<file path="config.mk">
export PLATFORM = sky130hd
export DESIGN_NAME = exp_accel_param
export DESIGN_NICKNAME = d
export VERILOG_FILES = /design/src/rtl/exp_accel_param.sv
export SDC_FILE = /design/constraint.sdc
export NUM_CORES = 1
export LEC_CHECK = 0
export CELL_PAD_IN_SITES_DETAIL_PLACEMENT = 1
export CELL_PAD_IN_SITES_GLOBAL_PLACEMENT = 1
export CORE_MARGIN = 2
export CORE_UTILIZATION = 50
export CTS_BUF_LIST = sky130_fd_sc_hd__clkbuf_8 sky130_fd_sc_hd__clkbuf_16
export DETAILED_ROUTE_END_ITERATION = 7
export PLACE_DENSITY = 0.86
export SYNTH_ARGS = -nofsm -noshare
export SYNTH_HDL_FRONTEND = slang
export SYNTH_SLANG_ARGS = --single-unit
</file>
<file path="constraint.sdc">
create_clock -name clk -period 9.4 [get_ports clk]
set_input_delay 0.94 -clock clk [delete_from_list [all_inputs] [get_ports clk]]
set_output_delay 0.94 -clock clk [all_outputs]
set_load 0.01 [all_outputs]
</file>
<file path="src/rtl/exp_accel_param.sv">
// exp_accel_param
//   Iterative fixed-point e^x / e^-x unit for x in [0,1). The Taylor series
//   sum_{k<TERMS} x^k/k! is evaluated in Horner form, one multiply-accumulate
//   per clock, starting from the highest-order coefficient. The accumulator is
//   UQ2.FRAC_W; products are truncated back to FRAC_W fraction bits. In e^-x
//   mode each step subtracts instead of adds, clamping at zero.
//
// Ports
//   clk       rising-edge clock
//   rst       asynchronous active-high reset
//   start     request, sampled only while ready=1
//   neg       0: e^x, 1: e^-x (latched with x)
//   x         UQ0.FRAC_W operand
//   ready     high in IDLE or DONE (combinational from state)
//   done      registered one-cycle pulse when a new result is presented
//   intpart   integer part of the latest result
//   fracpart  fraction part of the latest result
module exp_accel_param #(
  parameter int FRAC_W = 16,
  parameter int TERMS  = 8
) (
  input  logic              clk,
  input  logic              rst,
  input  logic              start,
  input  logic              neg,
  input  logic [FRAC_W-1:0] x,
  output logic              ready,
  output logic              done,
  output logic [1:0]        intpart,
  output logic [FRAC_W-1:0] fracpart
);

  localparam int ACC_W = FRAC_W + 2;
  // k only ever holds TERMS-2 down to 0
  localparam int K_W   = (TERMS > 2) ? $clog2(TERMS - 1) : 1;

  typedef enum logic [1:0] {
    S_IDLE = 2'd0,
    S_ITER = 2'd1,
    S_DONE = 2'd2
  } state_t;

  // floor(2^FRAC_W / k!), evaluated at elaboration; C[0] = C[1] = 1.0
  function automatic logic [ACC_W-1:0] coef(input int k);
    logic [63:0] fact;
    fact = 64'd1;
    for (int i = 2; i <= k; i++) begin
      fact = fact * 64'(i);
    end
    return ACC_W'((64'd1 << FRAC_W) / fact);
  endfunction

  // a - b, clamped to zero when the difference would be negative
  function automatic logic [ACC_W-1:0] sat0(input logic [ACC_W-1:0] a,
                                            input logic [ACC_W-1:0] b);
    logic signed [ACC_W:0] diff;
    diff = $signed({1'b0, a}) - $signed({1'b0, b});
    return (diff < 0) ? '0 : diff[ACC_W-1:0];
  endfunction

  logic [ACC_W-1:0] rom [TERMS];

  for (genvar g = 0; g < TERMS; g++) begin : g_rom
    assign rom[g] = coef(g);
  end

  state_t              state_q, state_d;
  logic [K_W-1:0]      k_q, k_d;
  logic [ACC_W-1:0]    acc_q, acc_d;
  logic [FRAC_W-1:0]   x_l_q, x_l_d;
  logic                neg_l_q, neg_l_d;
  logic                done_q, done_d;
  logic [1:0]          int_q, int_d;
  logic [FRAC_W-1:0]   frac_q, frac_d;

  logic                accept;
  logic [ACC_W-1:0]    c_k;
  logic [ACC_W-1:0]    p_mul;
  logic [FRAC_W-1:0]   prod_lsb_unused;
  logic [ACC_W-1:0]    acc_step;

  assign ready  = (state_q != S_ITER);
  assign accept = ready & start;

  // Horner step: acc*x truncated to FRAC_W fraction bits, then +/- C[k]
  assign {p_mul, prod_lsb_unused} = acc_q * x_l_q;
  assign c_k      = rom[k_q];
  assign acc_step = neg_l_q ? sat0(c_k, p_mul) : (c_k + p_mul);

  always_comb begin
    state_d = state_q;
    k_d     = k_q;
    acc_d   = acc_q;
    x_l_d   = x_l_q;
    neg_l_d = neg_l_q;
    done_d  = 1'b0;
    int_d   = int_q;
    frac_d  = frac_q;

    case (state_q)
      S_IDLE, S_DONE: begin
        if (accept) begin
          // DONE accepts exactly like IDLE so operations can run back-to-back
          x_l_d   = x;
          neg_l_d = neg;
          acc_d   = rom[TERMS-1];
          k_d     = K_W'(TERMS - 2);
          state_d = S_ITER;
        end else if (state_q == S_DONE) begin
          state_d = S_IDLE;
        end
      end
      S_ITER: begin
        acc_d = acc_step;
        if (k_q == '0) begin
          int_d   = acc_step[ACC_W-1:FRAC_W];
          frac_d  = acc_step[FRAC_W-1:0];
          done_d  = 1'b1;
          state_d = S_DONE;
        end else begin
          k_d = k_q - 1'b1;
        end
      end
      default: state_d = S_IDLE;
    endcase
  end

  // ---- control and result registers (reset aborts and clears outputs) ----
  always_ff @(posedge clk or posedge rst) begin
    if (rst) begin
      state_q <= S_IDLE;
      k_q     <= '0;
      done_q  <= 1'b0;
      int_q   <= '0;
      frac_q  <= '0;
    end else begin
      state_q <= state_d;
      k_q     <= k_d;
      done_q  <= done_d;
      int_q   <= int_d;
      frac_q  <= frac_d;
    end
  end

  // ---- datapath registers (always reloaded on accept, no reset needed) ----
  always_ff @(posedge clk) begin
    acc_q   <= acc_d;
    x_l_q   <= x_l_d;
    neg_l_q <= neg_l_d;
  end

  assign done     = done_q;
  assign intpart  = int_q;
  assign fracpart = frac_q;

endmodule
</file>
======== Word-level counts from Yosys, hierarchy flattened ========
Memory sizes are Yosys's and may differ from the RTL's.
Cells that the tools add are included.
storage, ports and cells
  bits of input ports ..................... 20
  output and inout port bits .............. 20
  bits in registers ....................... 59
  memory bits (read-only) ................. 144
  memories ................................ 1
  logic and storage cells ................. 48
memory list
  memory           words  width  rd ports  clocked after Yosys merged registers in  write ports  line  source
  (no name shown)  8      18     1         0                                        0            87    assign c_k = rom[k_q];
operators by class
  $mul .................................... 1
  equal/unequal tests ..................... 7
  bitwise gates (word level) .............. 2
  add/sub/neg operators ................... 3
  $lt $le $gt $ge ......................... 2
  muxes and demuxes ....................... 15
  reduce and logical (&&, ||, !) cells .... 9
operator list
  kind                                                      count
  2-to-1 mux 18 bit                                         5
  one-hot mux 18 bit (2 select lines)                       1
  multiplier 18 x 16 -> 34 bit                              1
  < comparator 19 x 1 -> 1 bit, second input constant       1
  subtractor 18 x 18 -> 19 bit                              1
  adder 18 bit                                              1
  AND reduction 2 bit                                       4
  2-to-1 mux 2 bit                                          3
  2-to-1 mux 3 bit                                          2
  != test 2 bit, second input constant                      3
  one-hot mux 3 bit (2 select lines)                        1
  greater-or-equal comparator 4 bit, second input constant  1
  inverter 3 -> 4 bit                                       1
  one-hot mux 2 bit (2 select lines)                        1
  logical NOT 3 bit                                         1
  != test 3 bit, second input constant                      1
  AND reduction 3 bit                                       1
  subtractor 3 x 1 -> 3 bit, second input constant          1
  equality test 2 x 1 -> 1 bit, second input constant       1
  equality test 2 bit, second input constant                1
  logical NOT 2 bit                                         1
  2-to-1 mux 1 bit                                          2
  != test 2 x 1 -> 1 bit, second input constant             1
  nonzero test 2 bit                                        1
  2 further kinds                                           2

======== Logic depth before layout (Yosys ltp) ========
Gate-level depths: netlist (run 1).
  word-level depth ........................ 9
  mapped depth ............................ 34

======== Worst setup path before layout (run 1) ========
Ideal clock, no wire load.
  path type ............................... register -> register
  from .................................... register x_l_q[7]
  to ...................................... register acc_q[15], data pin
  period minus slack after synthesis ...... 8.051 ns
  data arrival time ....................... 7.772 ns
  setup slack ............................. 1.349 ns
  library setup time ...................... 0.279 ns
  path buffers ............................ 3
  cell stages (with the launch flop) ...... 32
  cell sequence ........................... edfxtp_1 > clkbuf_1 > clkbuf_1 > nand2_1 > fa_1 > inv_1 > fa_1 > fa_1 > fa_1 > fa_1 > inv_1 > fa_1 > inv_1 > ha_1 > nand2_1 > nor3_2 > or3b_4 > nand3_1 > a21oi_1 > xnor2_1 > ha_1 > clkbuf_1 > nor2_1 > a221oi_1 > a211o_1 > o21bai_1 > and4_1 > a211oi_1 > o41a_1 > or2_0 > a221oi_1 > a211oi_1
on the way
  cells in the longest elaborated chain, start to end .. 6
  elaborated cells on any way between the ends .. 7
  those cells by class .................... 2 x add/sub; 1 x mul; 1 x order compare; 3 x mux
ends and longest elaborated chain
  element                                line  source
  start, declared                        70    logic [FRAC_W-1:0] x_l_q, x_l_d;
  start signal, assigned                 148   x_l_q <= x_l_d;
  multiplier 18 x 16 -> 34 bit *         86    assign {p_mul, prod_lsb_unused} = acc_q * x_l_q;
  subtractor 18 x 18 -> 19 bit           57    diff = $signed({1'b0, a}) - $signed({1'b0, b});
  < comparator 19 x 1 -> 1 bit           58    return (diff < 0) ? '0 : diff[ACC_W-1:0];
  2-to-1 mux 18 bit                      58
  2-to-1 mux 18 bit *                    88    assign acc_step = neg_l_q ? sat0(c_k, p_mul) : (c_k + p_mul);
  one-hot mux 18 bit (2 select lines) *  100   case (state_q)
  end signal, assigned                   147   acc_q <= acc_d;
  end, declared                          69    logic [ACC_W-1:0] acc_q, acc_d;
Every way passes the cells marked *; elsewhere a longest branch is shown, timed or not.
A chain may end at the register's enable or synchronous reset.

======== Worst setup path in the final report (run 1) ========
  from .................................... register acc_q[16]
  to ...................................... register frac_q[6] (netlist: fracpart[6])
on the way
  cells in the longest elaborated chain, start to end .. 5
  elaborated cells on any way between the ends .. 6
  those cells by class .................... 2 x add/sub; 1 x mul; 1 x order compare; 2 x mux
ends and longest elaborated chain
  element                         line  source
  multiplier 18 x 16 -> 34 bit *  86
  subtractor 18 x 18 -> 19 bit    57
  < comparator 19 x 1 -> 1 bit    58
  2-to-1 mux 18 bit               58
  2-to-1 mux 18 bit *             88
  end signal, assigned            141   frac_q <= frac_d;
  end, declared                   74    logic [FRAC_W-1:0] frac_q, frac_d;
Marked as above.

==> impl_metrics.prom, run 1 <==
# TYPE chip_impl_metric gauge
chip_impl_info{name="outcome",value="finished, final reports clean"} 1
chip_impl_metric{name="timing.final.ws_setup",unit="ns"} 0.201
chip_impl_metric{name="die_width",unit="um"} 168
chip_impl_metric{name="via_per_inst",unit=""} 6.07
chip_impl_info{name="timing.critical_path.to_type",value="flip-flop"} 1
chip_impl_metric{name="clock_tree_buffer_depth",unit=""} 2
chip_impl_metric{name="placeableCoreArea",unit="mm^2"} 0.0261
chip_impl_metric{name="io-pin-count",unit=""} 40
chip_impl_metric{name="rows",unit=""} 59
chip_impl_metric{name="tightest_slew_margin_relative_to_the_limit",unit=""} 0.223
chip_impl_metric{name="grt_max_degree",unit=""} 25
chip_impl_metric{name="clock_latency",unit="ns"} 0.37
chip_impl_metric{name="routed_wirelength",unit="um"} 46300
chip_impl_metric{name="postSynthCellCount",unit=""} 1514
chip_impl_metric{name="die-height",unit="um"} 168
chip_impl_info{name="critPathLaunchType",value="flip-flop"} 1
chip_impl_metric{name="synth.net_count",unit=""} 1891
chip_impl_metric{name="clock.fmax",unit="GHz"} 0.109
chip_impl_metric{name="clk_pin_slew_worst_paths",unit="ns"} 0.07
chip_impl_metric{name="synth-edff-count",unit=""} 35
chip_impl_metric{name="crit_arrival",unit="ns"} 9.49
chip_impl_info{name="post_synth_main_area_contributors",value="fa_1 (33%), ha_1 (13%), inv_1 (8.3%)"} 1
chip_impl_metric{name="ant_nets",unit=""} 0
chip_impl_metric{name="initial_core_utilization",unit=""} 0.512
chip_impl_metric{name="drc",unit=""} 0
chip_impl_metric{name="grt_util_all_layers",unit=""} 0.308
chip_impl_metric{name="numCtsBuffers",unit=""} 9
chip_impl_metric{name="layout-area-overhead-vs-synth",unit="%"} 12.4
chip_impl_metric{name="diodes",unit=""} 0
chip_impl_info{name="whs_endpoint",value="fracpart[0]"} 1
chip_impl_info{name="cpMaxStageDelayCell",value="edfxtp_1"} 1
chip_impl_metric{name="dp_worst_setup_slack",unit="ns"} -0.0120
chip_impl_metric{name="setup.reg_to_reg.worst_slack",unit="ns"} 0.20
chip_impl_metric{name="worst_path_largest_cell_delay",unit="ns"} 0.59
chip_impl_info{name="worstHoldPathType",value="reg2reg"} 1
chip_impl_metric{name="synthesis.area",unit="mm^2"} 0.0134
chip_impl_metric{name="ys_async_sr_fraction",unit=""} 0.407
chip_impl_metric{name="maxCapViolations",unit=""} 0
chip_impl_metric{name="required",unit="ns"} 9.69
chip_impl_metric{name="register_area_share_after_synthesis",unit=""} 0.123
chip_impl_metric{name="syn_area_per_cell",unit="um^2"} 8.83
chip_impl_metric{name="timing.reg2reg.worst_path_depth",unit=""} 28
chip_impl_metric{name="first_global_vias",unit=""} 12700
chip_impl_metric{name="total_nets_final",unit=""} 1948
chip_impl_metric{name="cts.htree.levels",unit=""} 3
chip_impl_metric{name="port_buffers",unit=""} 39
chip_impl_info{name="critical_path.reg2reg.endpoint",value="fracpart[6]"} 1
chip_impl_metric{name="setup-violations-final",unit=""} 0
chip_impl_metric{name="drt_pass1_iterations",unit=""} 5
chip_impl_metric{name="grt_remaining_overflow",unit=""} 0
chip_impl_metric{name="first_pass_grt_wire_length",unit="um"} 67500
chip_impl_info{name="hold_start",value="fracpart[0]"} 1
chip_impl_metric{name="yosys.cell_types.count",unit=""} 74
chip_impl_metric{name="worstPathMaxFanout",unit=""} 14
chip_impl_metric{name="number_of_clock_sinks",unit=""} 59
chip_impl_metric{name="final-max-slew-violation-count",unit=""} 0
chip_impl_metric{name="gp_congestion",unit=""} 0.953
chip_impl_metric{name="worstHoldPathCells",unit=""} 2
chip_impl_metric{name="ys_warnings",unit=""} 0
chip_impl_metric{name="die_area",unit="mm^2"} 0.0281
chip_impl_metric{name="detailroute.via_count",unit=""} 11600
chip_impl_metric{name="worst_pin_slew",unit="ns"} 1.16
chip_impl_metric{name="synth-seq-cells",unit=""} 59
chip_impl_metric{name="synth_top_area_share",unit=""} 0.334
chip_impl_info{name="reg2reg_launch_point",value="acc_q[16]"} 1
chip_impl_metric{name="fin_crit",unit="ns"} 9.20
chip_impl_info{name="tritoncts",value="yes"} 1
chip_impl_metric{name="place.detailed.instances",unit=""} 1842
chip_impl_metric{name="antenna_found_initial",unit=""} 0
chip_impl_info{name="worst_path_most_repeated_cell",value="fa_1"} 1
chip_impl_metric{name="final_hold_viol_count",unit=""} 0
chip_impl_info{name="clockRootBuffer",value="clkbuf_16"} 1
chip_impl_metric{name="layout-drive-gt1-share",unit=""} 0.0704
chip_impl_metric{name="dp_hpwl",unit="um"} 33100
chip_impl_info{name="ys.flop_type",value="edfxtp_1"} 1
chip_impl_metric{name="post_drt_wl_per_cell",unit="um"} 24.2
chip_impl_metric{name="fin_hold_ws",unit="ns"} 0.490
chip_impl_info{name="setup.worst_path.class",value="reg2reg"} 1
chip_impl_metric{name="drt_iter0_drc",unit=""} 742
chip_impl_metric{name="stdcell_count",unit=""} 1911
chip_impl_metric{name="timing.final.crit_share",unit=""} 0.979
chip_impl_metric{name="clock-skew-final",unit="ns"} 0.0142
chip_impl_info{name="netlist.top_cell.by_area",value="fa_1"} 1
chip_impl_metric{name="fin_util",unit=""} 0.575
==> state kept, by name, summed over array words and instances (netlist names) <==
register  flops
intpart       2
state_q       2
done          1
fracpart     16
x_l_q        16
neg_l_q       1
acc_q        18
k_q           3
==> final cells by class <==
class                      count  area, um^2
multi-input combinational   1095       10400
clock inverter                 5        30.0
sequential                    59        1650
inverter                     298        1120
clock buffer                  11         275
fill                        3027       11100
tap                          335         419
timing repair buffer         108        1180
==> cell usage in the layout, fill, tap and decap left out, types with 16 or more instances in the layout <==
cell / instances
a21oi_1: 43
inv_1: 297
a221oi_1: 20
nand2_1: 219
nand3_1: 18
and2_1: 134
ha_1: 134
o21ai_1: 16
o21ai_0: 32
xnor2_1: 20
dfrtp_1: 24
nor3_1: 21
buf_4: 47
edfxtp_1: 35
buf_12: 22
clkdlybuf4s50_1: 39
nor2_1: 55
fa_1: 223
==> per-layer routing <==
layer / part of all wire / wire, um / track usage
met5: 0 / 0 / 0
met4: 0.057 / 2650 / 0.113
met3: 0.063 / 2900 / 0.0392
met2: 0.50 / 23300 / 0.554
met1: 0.38 / 17500 / 0.379
==> timing repair <==
action	CTS	global route
setup buffers	7	46
gates resized for setup	1	2
cloned	0	0
pin swaps	0	1
endpoints found under the setup margin	5	34
hold buffers	0	0
==> cells in the mapped netlist, types with 18 or more instances <==
cell type,instances
edfxtp_1,35
xnor2_1,20
and2_1,134
dfrtp_1,24
a21oi_1,43
clkbuf_1,56
ha_1,134
nor2_1,55
inv_1,296
nor3_1,21
fa_1,223
nand2_1,219
a221oi_1,20
nand3_1,18
o21ai_0,32
==> kinds of logic (layout without fill, tap and decap cells) <==
family | count (synthesis) | in the layout | share of synthesized area
simple gates | 492 | 492 | 0.179
buf+inv | 360 | 422 | 0.103
fa+ha+maj | 357 | 357 | 0.459
compound gates | 216 | 216 | 0.115
flops | 59 | 59 | 0.123
xor+xnor | 25 | 25 | 0.0164
mux | 5 | 5 | 0.00393
==> worst max path at each step <==
stage | endpoint | slack [ns] | cells past startpoint | from
final | fracpart[6] | 0.20 | 28 | acc_q[16]
after global routing | fracpart[2] | -0.19 | 28 | acc_q[16]
after CTS | acc_q[15] | 0.11 | 28 | acc_q[12]
after detailed placement | fracpart[6] | -0.01 | 28 | acc_q[9]
after global placement | fracpart[7] | 0.32 | 28 | x_l_q[10]
after floorplan | acc_q[15] | 1.35 | 31 | x_l_q[7]
==> worst max-delay path: cells and delay by family (launching register included) <==
kind	cells	cell delay [ns]
adder cells (fa/ha/maj)	8	3.86
AO/OA/AOI/OAI	6	2.02
AND/OR/NAND/NOR	8	1.74
buffers and inverters	5	0.68
flip-flops	1	0.59
XOR/XNOR	1	0.20
==> per-stage QoR <==
stage	TNS, ns	area [um^2]
after global placement	0	14000
after floorplan	0	13400
after CTS	0	14400
after detailed placement	-0.0120	14000
after global routing	-1.10	15000
final	0	15000
Power of run 1 is not shown: default switching activity piles up to over one toggle a cycle in this logic, so the estimate is an artifact.
==> run 2, diff against run 1 <==
==> constraint.sdc (replaced) <==
create_clock -name clk -period 9.4 [get_ports clk]
set_input_delay 2.35 -clock clk [delete_from_list [all_inputs] [get_ports clk]]
set_output_delay 2.35 -clock clk [all_outputs]
set_load 0.01 [all_outputs]
==> results of run 2 <==
Same layout as run 1 (identical final DEF). Status: finished, final reports clean.
Power of run 2 is left out for the same reason.
